--- config.mk ---
export PLATFORM = sky130hd
export DESIGN_NAME = regfile_wb_scheduler
export DESIGN_NICKNAME = d
export VERILOG_FILES = /design/src/rtl/regfile_wb_scheduler.sv
export SDC_FILE = /design/constraint.sdc
export NUM_CORES = 1
export LEC_CHECK = 0
export CELL_PAD_IN_SITES_DETAIL_PLACEMENT = 0
export CELL_PAD_IN_SITES_GLOBAL_PLACEMENT = 1
export CORE_MARGIN = 2
export CORE_UTILIZATION = 36
export CTS_CLUSTER_DIAMETER = 40
export DETAILED_ROUTE_END_ITERATION = 6
export HOLD_SLACK_MARGIN = 0.02
export PLACE_DENSITY_LB_ADDON = 0.1
export SKIP_LAST_GASP = 1
export SYNTH_ARGS = -nofsm -noshare
export SYNTH_HDL_FRONTEND = slang
export SYNTH_SLANG_ARGS = --single-unit
--- constraint.sdc ---
create_clock -name clock -period 7.7 [get_ports clock]
set_input_delay 1.54 -clock clock [delete_from_list [all_inputs] [get_ports clock]]
set_output_delay 1.54 -clock clock [all_outputs]
set_load 0.005 [all_outputs]
--- src/rtl/regfile_wb_scheduler.sv ---
// Register-file write-back scheduler.
// Arbitrates N write-back requesters round-robin onto a single register-file
// write port with one cycle of registered latency, and keeps a per-register
// busy scoreboard that issue sets and write-back clears.
module regfile_wb_scheduler #(
  parameter int unsigned DW = 32,
  parameter int unsigned AW = 5,
  parameter int unsigned N  = 3
) (
  input  logic            clock,
  input  logic            reset,
  input  logic [N-1:0]    req_valid,
  output logic [N-1:0]    req_ready,
  input  logic [N*AW-1:0] req_addr,
  input  logic [N*DW-1:0] req_data,
  output logic            rf_load,
  output logic [AW-1:0]   rf_waddr,
  output logic [DW-1:0]   rf_data,
  input  logic            iss_valid,
  input  logic [AW-1:0]   iss_rd,
  input  logic [AW-1:0]   rs1,
  input  logic [AW-1:0]   rs2,
  output logic            rs1_busy,
  output logic            rs2_busy
);

  localparam int unsigned NREG = 1 << AW;
  localparam int unsigned PW   = (N > 1) ? $clog2(N) : 1;

  // Arbitration state
  logic [PW-1:0]   ptr_q, ptr_d;
  logic [PW-1:0]   gidx_c;
  logic            hs_c;
  logic [AW-1:0]   haddr_c;
  logic [DW-1:0]   hdata_c;
  int unsigned     best_c;
  int unsigned     dist_c;

  // Output stage
  logic            load_q, load_d;
  logic [AW-1:0]   waddr_q, waddr_d;
  logic [DW-1:0]   data_q, data_d;

  // Busy scoreboard
  logic [NREG-1:0] busy_q, busy_d;

  // Round-robin search: pick the valid requester closest to ptr going upward
  // mod N. Distance form avoids building a rotated copy of req_valid.
  always_comb begin
    best_c = N;
    dist_c = 0;
    gidx_c = '0;
    hs_c   = 1'b0;
    for (int unsigned i = 0; i < N; i++) begin
      dist_c = (i + N - 32'(ptr_q)) % N;
      if (req_valid[i] && (dist_c < best_c)) begin
        best_c = dist_c;
        gidx_c = PW'(i);
        hs_c   = 1'b1;
      end
    end
    if (reset) begin
      hs_c = 1'b0;
    end
  end

  // One-hot ready from the grant; the output stage never stalls
  always_comb begin
    req_ready = '0;
    if (hs_c) begin
      req_ready[gidx_c] = 1'b1;
    end
  end

  // Select the granted requester's address and data
  always_comb begin
    haddr_c = '0;
    hdata_c = '0;
    for (int unsigned i = 0; i < N; i++) begin
      if (gidx_c == PW'(i)) begin
        haddr_c = req_addr[i*AW +: AW];
        hdata_c = req_data[i*DW +: DW];
      end
    end
  end

  // Next pointer: one past the winner after a handshake, otherwise hold
  always_comb begin
    ptr_d = ptr_q;
    if (hs_c) begin
      ptr_d = (gidx_c == PW'(N - 1)) ? '0 : gidx_c + 1'b1;
    end
  end

  // Output stage next state; writes to register 0 are accepted but dropped
  always_comb begin
    load_d  = hs_c && (haddr_c != '0);
    waddr_d = waddr_q;
    data_d  = data_q;
    if (load_d) begin
      waddr_d = haddr_c;
      data_d  = hdata_c;
    end
  end

  // Busy next state: clear on write-back, then set on issue so set wins
  always_comb begin
    busy_d = busy_q;
    if (hs_c) begin
      busy_d[haddr_c] = 1'b0;
    end
    if (iss_valid && !reset) begin
      busy_d[iss_rd] = 1'b1;
    end
    busy_d[0] = 1'b0;
  end

  // Arbitration pointer register
  always_ff @(posedge clock or posedge reset) begin
    if (reset) begin
      ptr_q <= '0;
    end else begin
      ptr_q <= ptr_d;
    end
  end

  // Register-file write port register; reset discards any held write
  always_ff @(posedge clock or posedge reset) begin
    if (reset) begin
      load_q  <= 1'b0;
      waddr_q <= '0;
      data_q  <= '0;
    end else begin
      load_q  <= load_d;
      waddr_q <= waddr_d;
      data_q  <= data_d;
    end
  end

  // Busy scoreboard register
  always_ff @(posedge clock or posedge reset) begin
    if (reset) begin
      busy_q <= '0;
    end else begin
      busy_q <= busy_d;
    end
  end

  assign rf_load  = load_q;
  assign rf_waddr = waddr_q;
  assign rf_data  = data_q;

  // A source is also busy while its write is still on the write port
  always_comb begin
    rs1_busy = (rs1 != '0) && (busy_q[rs1] || (load_q && (waddr_q == rs1)));
    rs2_busy = (rs2 != '0) && (busy_q[rs2] || (load_q && (waddr_q == rs2)));
  end

endmodule

==> summary by stage <==
Global route
The first global-routing pass estimated 29100 microns of wire. The total congestion overflow is 0. The number of global-route vias before repair came to 5478. Entering global routing, the biggest net connects 51 pins. Global routing used 23.0% of the available tracks. The number of antenna violations at the first check in global routing is 0.

Setup path
The class of the most critical setup path is input port to primary output. STA classifies the critical path endpoint as a primary output. The biggest fanout along the worst timing path is 14. STA puts the critical path data required time at 6.16 ns.

The data arrival time of the worst path is 5.59 ns. The worst setup path is launched from an input port.

Logic synthesis
The synthesized design spends more area on one cell type than any other, namely sky130_fd_sc_hd__dfrtp_1. The fraction of synthesized area in multiplexers is 24.7%. For this run, the leading register cell type out of synthesis is sky130_fd_sc_hd__dfrtp_1.

After Yosys synthesis, and, or, nand and nor cells account for 14.8% of the synthesized area. The share of the synthesized area in the top cell type is 32.4%. The average cell area after synthesis is 10.0 sq um.

The combined area of all synthesized cells is 5490 sq um. The fraction of registers with async set or reset after synthesis is 100%. After synthesis, the cell types taking the most area are sky130_fd_sc_hd__dfrtp_1, sky130_fd_sc_hd__mux4_2, sky130_fd_sc_hd__mux2i_1. Yosys mapped a number of flops with a built-in enable equal to 0. Summing the areas of all fa, ha and maj instances in the mapped netlist gives 4.79% of the synthesized area.

The number of distinct library cell variants in the gate-level netlist after synthesis is 52. The compound-cell area share of the yosys netlist is 16.5%. Synthesis produced 548 cells. The most common cell in the synthesized netlist is sky130_fd_sc_hd__dfrtp_1. The commonest cells after synthesis are sky130_fd_sc_hd__dfrtp_1, sky130_fd_sc_hd__nand3_1, sky130_fd_sc_hd__o21ai_0. By area, the combinational part of the netlist is dominated by multiplexers.

After synthesis, flip-flops and latches occupy 32.4% of the total area. The count of warnings emitted by yosys is 0. The post-synthesis sequential element count is 71. The xor/xnor share of the synthesized area is 1.60%.

CTS
The CTS tree is built. Buffers inserted during clock tree synthesis total 9. The maximum level of the CTS H-tree is 3. The cell at the root of the clock tree is sky130_fd_sc_hd__clkbuf_16. The number of buffers inserted by post-CTS setup repair is 0. The clock transition at the registers of the reported paths is 0.05 ns. After clock tree synthesis, the repair step resized 0 gates.

The number of buffers inserted for hold repair after clock tree synthesis is 0. The clock net in this run drives a total of 71 sinks. The insertion delay of the later-clocked pin in the worst-skew pair is 0.34 ns. The buffer levels on the longest clock path is 2.

Die
The die is 127 microns tall. The die covers 16300 sq um. For this configuration, the core starts out at a cell density of 36.5%.

The I/O pin count is 175. The die width is 127 microns. The total area inside the core boundary comes to 15000 sq um.

The cell row count is 45.

Power and ir drop
The total power density per cell area is 263 nW/um^2. In this run the static leakage power is 3.18 nW. The worst ir drop on vdd is 0.172 mV.

Timing
Clock skew on the completed layout was measured at 0.00538 ns. The smallest setup slack after layout is 0.574 ns. Setup repair after global routing left no endpoint under its margin. The final sum of negative setup slack is 0 ns. The number of failing setup endpoints in the final timing report is 0. The number of max-slew violations in the final report is 0. The highest clock rate is 0.140 GHz.

At the pin with the least slew margin, the transition time is 1.02 ns. The final count of hold timing violations is 0. The worst slew slack as a fraction of its limit is 31.9%. The routed design could run at a clock period as short as 7.13 ns. Of the available clock period, the critical path in the final layout requires 92.5%.

Detailed routing
Dividing the detail-routed wire length by the instance count gives 20.0 microns. In the routed design, unresolved DRC markers number 0. The number of detailed-routing iterations run before antenna repair is 5. After detailed routing, the number of vias per cell comes to 5.69.

The detail route stage leaves a number of antenna-violating nets equal to 0. The vias after detailed routing is 5153. The initial detailed-routing violation count is 306.

The total wire length after detailed routing is 18100 microns.

Placement
Buffers placed on the I/O ports in this run total 174. Prior to clock tree synthesis, the placed netlist has a worst setup slack of 0.578 ns. The weighted congestion at the end of routability-driven global placement is 0.871. Counting tap cells, the placed design contains a total of 890 instances. The half-perimeter wire length after detailed placement is 13400 microns.

Min path
In this run the worst hold path is classified as flip-flop to flip-flop.

Layout
Once layout is complete, the cells apart from fillers number 906. The area growth from synthesis to layout is 40.2%. The number of diodes is 0. The utilization of the core after routing is 51.2%. Of the cells placed in the final design, the portion with a size suffix greater than 1 is 14.1%.

After the last flow step, the layout net total stands at 866.

Outcome
The run finished with clean final reports.

Job
The number of violations of the max-capacitance limit is 0.
## layer usage
layer	vias to the layer above	wire length (microns)	share of wire (%)	global-route usage (%)
li1	2421	-	-	-
met1	2511	7230	40	27.8
met2	189	9240	51	40.4
met3	32	1170	6.4	4.82
met4	0	468	2.6	8.21
met5	-	0	0	0
## sequential cells by signal, summed over array words and instances, names as in the netlist
register,count
ptr_q,2
rf_data,32
rf_load,1
rf_waddr,5
busy_q,31
## report_power, final
group | internal [mW] | switching (mW)
clock network | 0.226 | 0.169
registers | 0.486 | 0.0927
logic | 0.585 | 0.465
total | 1.30 | 0.727
## layout make-up
class,count,area [sq um]
clock inverter,5,33.8
inverter,35,131
tap,188,235
fill,1388,7340
clock buffer,11,243
timing repair buffer,181,1790
sequential,71,1780
multi-input combinational,415,3480
## placed cells by master, fill, tap and decap left out, types with 4 or more instances in the layout
cell | Yosys | final
sky130_fd_sc_hd__clkdlybuf4s50_1 | 0 | 174
sky130_fd_sc_hd__dfrtp_1 | 71 | 71
sky130_fd_sc_hd__nand3_1 | 68 | 68
sky130_fd_sc_hd__o21ai_0 | 49 | 49
sky130_fd_sc_hd__mux2i_1 | 39 | 39
sky130_fd_sc_hd__inv_1 | 35 | 34
sky130_fd_sc_hd__mux2_2 | 27 | 27
sky130_fd_sc_hd__o221ai_1 | 25 | 25
sky130_fd_sc_hd__ha_1 | 21 | 21
sky130_fd_sc_hd__mux4_2 | 18 | 18
sky130_fd_sc_hd__mux2_4 | 17 | 17
sky130_fd_sc_hd__o211ai_1 | 15 | 15
sky130_fd_sc_hd__nand2_1 | 14 | 14
sky130_fd_sc_hd__a21oi_1 | 10 | 10
sky130_fd_sc_hd__conb_1 | 1 | 9
sky130_fd_sc_hd__clkbuf_16 | 0 | 9
sky130_fd_sc_hd__xor2_1 | 8 | 8
sky130_fd_sc_hd__nor2_1 | 8 | 7
sky130_fd_sc_hd__nor3_1 | 7 | 7
sky130_fd_sc_hd__o41ai_1 | 7 | 7
sky130_fd_sc_hd__buf_4 | 0 | 7
sky130_fd_sc_hd__nand2b_1 | 6 | 6
sky130_fd_sc_hd__nand3b_1 | 6 | 6
sky130_fd_sc_hd__and3_1 | 6 | 6
sky130_fd_sc_hd__nor2b_1 | 6 | 6
sky130_fd_sc_hd__nand4b_1 | 4 | 4
sky130_fd_sc_hd__nand4_1 | 4 | 4
## through the flow
stage / instance area [sq um] / hold WS, ns / power, mW
2_1_floorplan: 5520 / 0.483 / 1.18
3_3_place_gp: 7420 / 0.489 / 1.62
5_1_grt: 7700 / 0.523 / 2.16
6_report: 7700 / 0.504 / 2.02
3_5_place_dp: 7420 / 0.495 / 1.64
4_1_cts: 7700 / 0.505 / 2.05
## critical path: stages
cell and delay (ns):
sky130_fd_sc_hd__clkdlybuf4s50_1 0.45, sky130_fd_sc_hd__nor2b_1 0.17, sky130_fd_sc_hd__ha_1 0.17, sky130_fd_sc_hd__nand2b_1 0.14
sky130_fd_sc_hd__or3_1 0.45, sky130_fd_sc_hd__a21oi_4 0.16, sky130_fd_sc_hd__mux2_2 0.35, sky130_fd_sc_hd__ha_1 0.26
sky130_fd_sc_hd__and3_1 0.16, sky130_fd_sc_hd__and3_1 0.25, sky130_fd_sc_hd__a31o_2 0.37, sky130_fd_sc_hd__nor2_2 0.10
sky130_fd_sc_hd__nor4_1 0.43, sky130_fd_sc_hd__clkdlybuf4s50_1 0.59
## final timing paths
check	startpoint	endpoint	slack, ns	cells after the start
min reg2reg	rf_data[13]	rf_data[13]	0.50	1
min	rf_data[13]	rf_data[13]	0.50	1
min in group asynchronous	reset	rf_data[19]	2.24	2
max	req_valid[0]	req_ready[0]	0.57	14
max reg2reg	ptr_q[1]	rf_data[0]	1.94	18
max in group asynchronous	reset	rf_data[14]	4.42	3
## cells by family (layout without fill, tap and decap cells)
family,after synthesis,in the layout
simple gates,147,147
compound gates,127,127
mux,101,101
flops,71,71
buf+inv,70,232
fa+ha+maj,21,21
xor+xnor,10,10
other cells,1,9
Note: power is estimated with default switching activity, not from simulation.
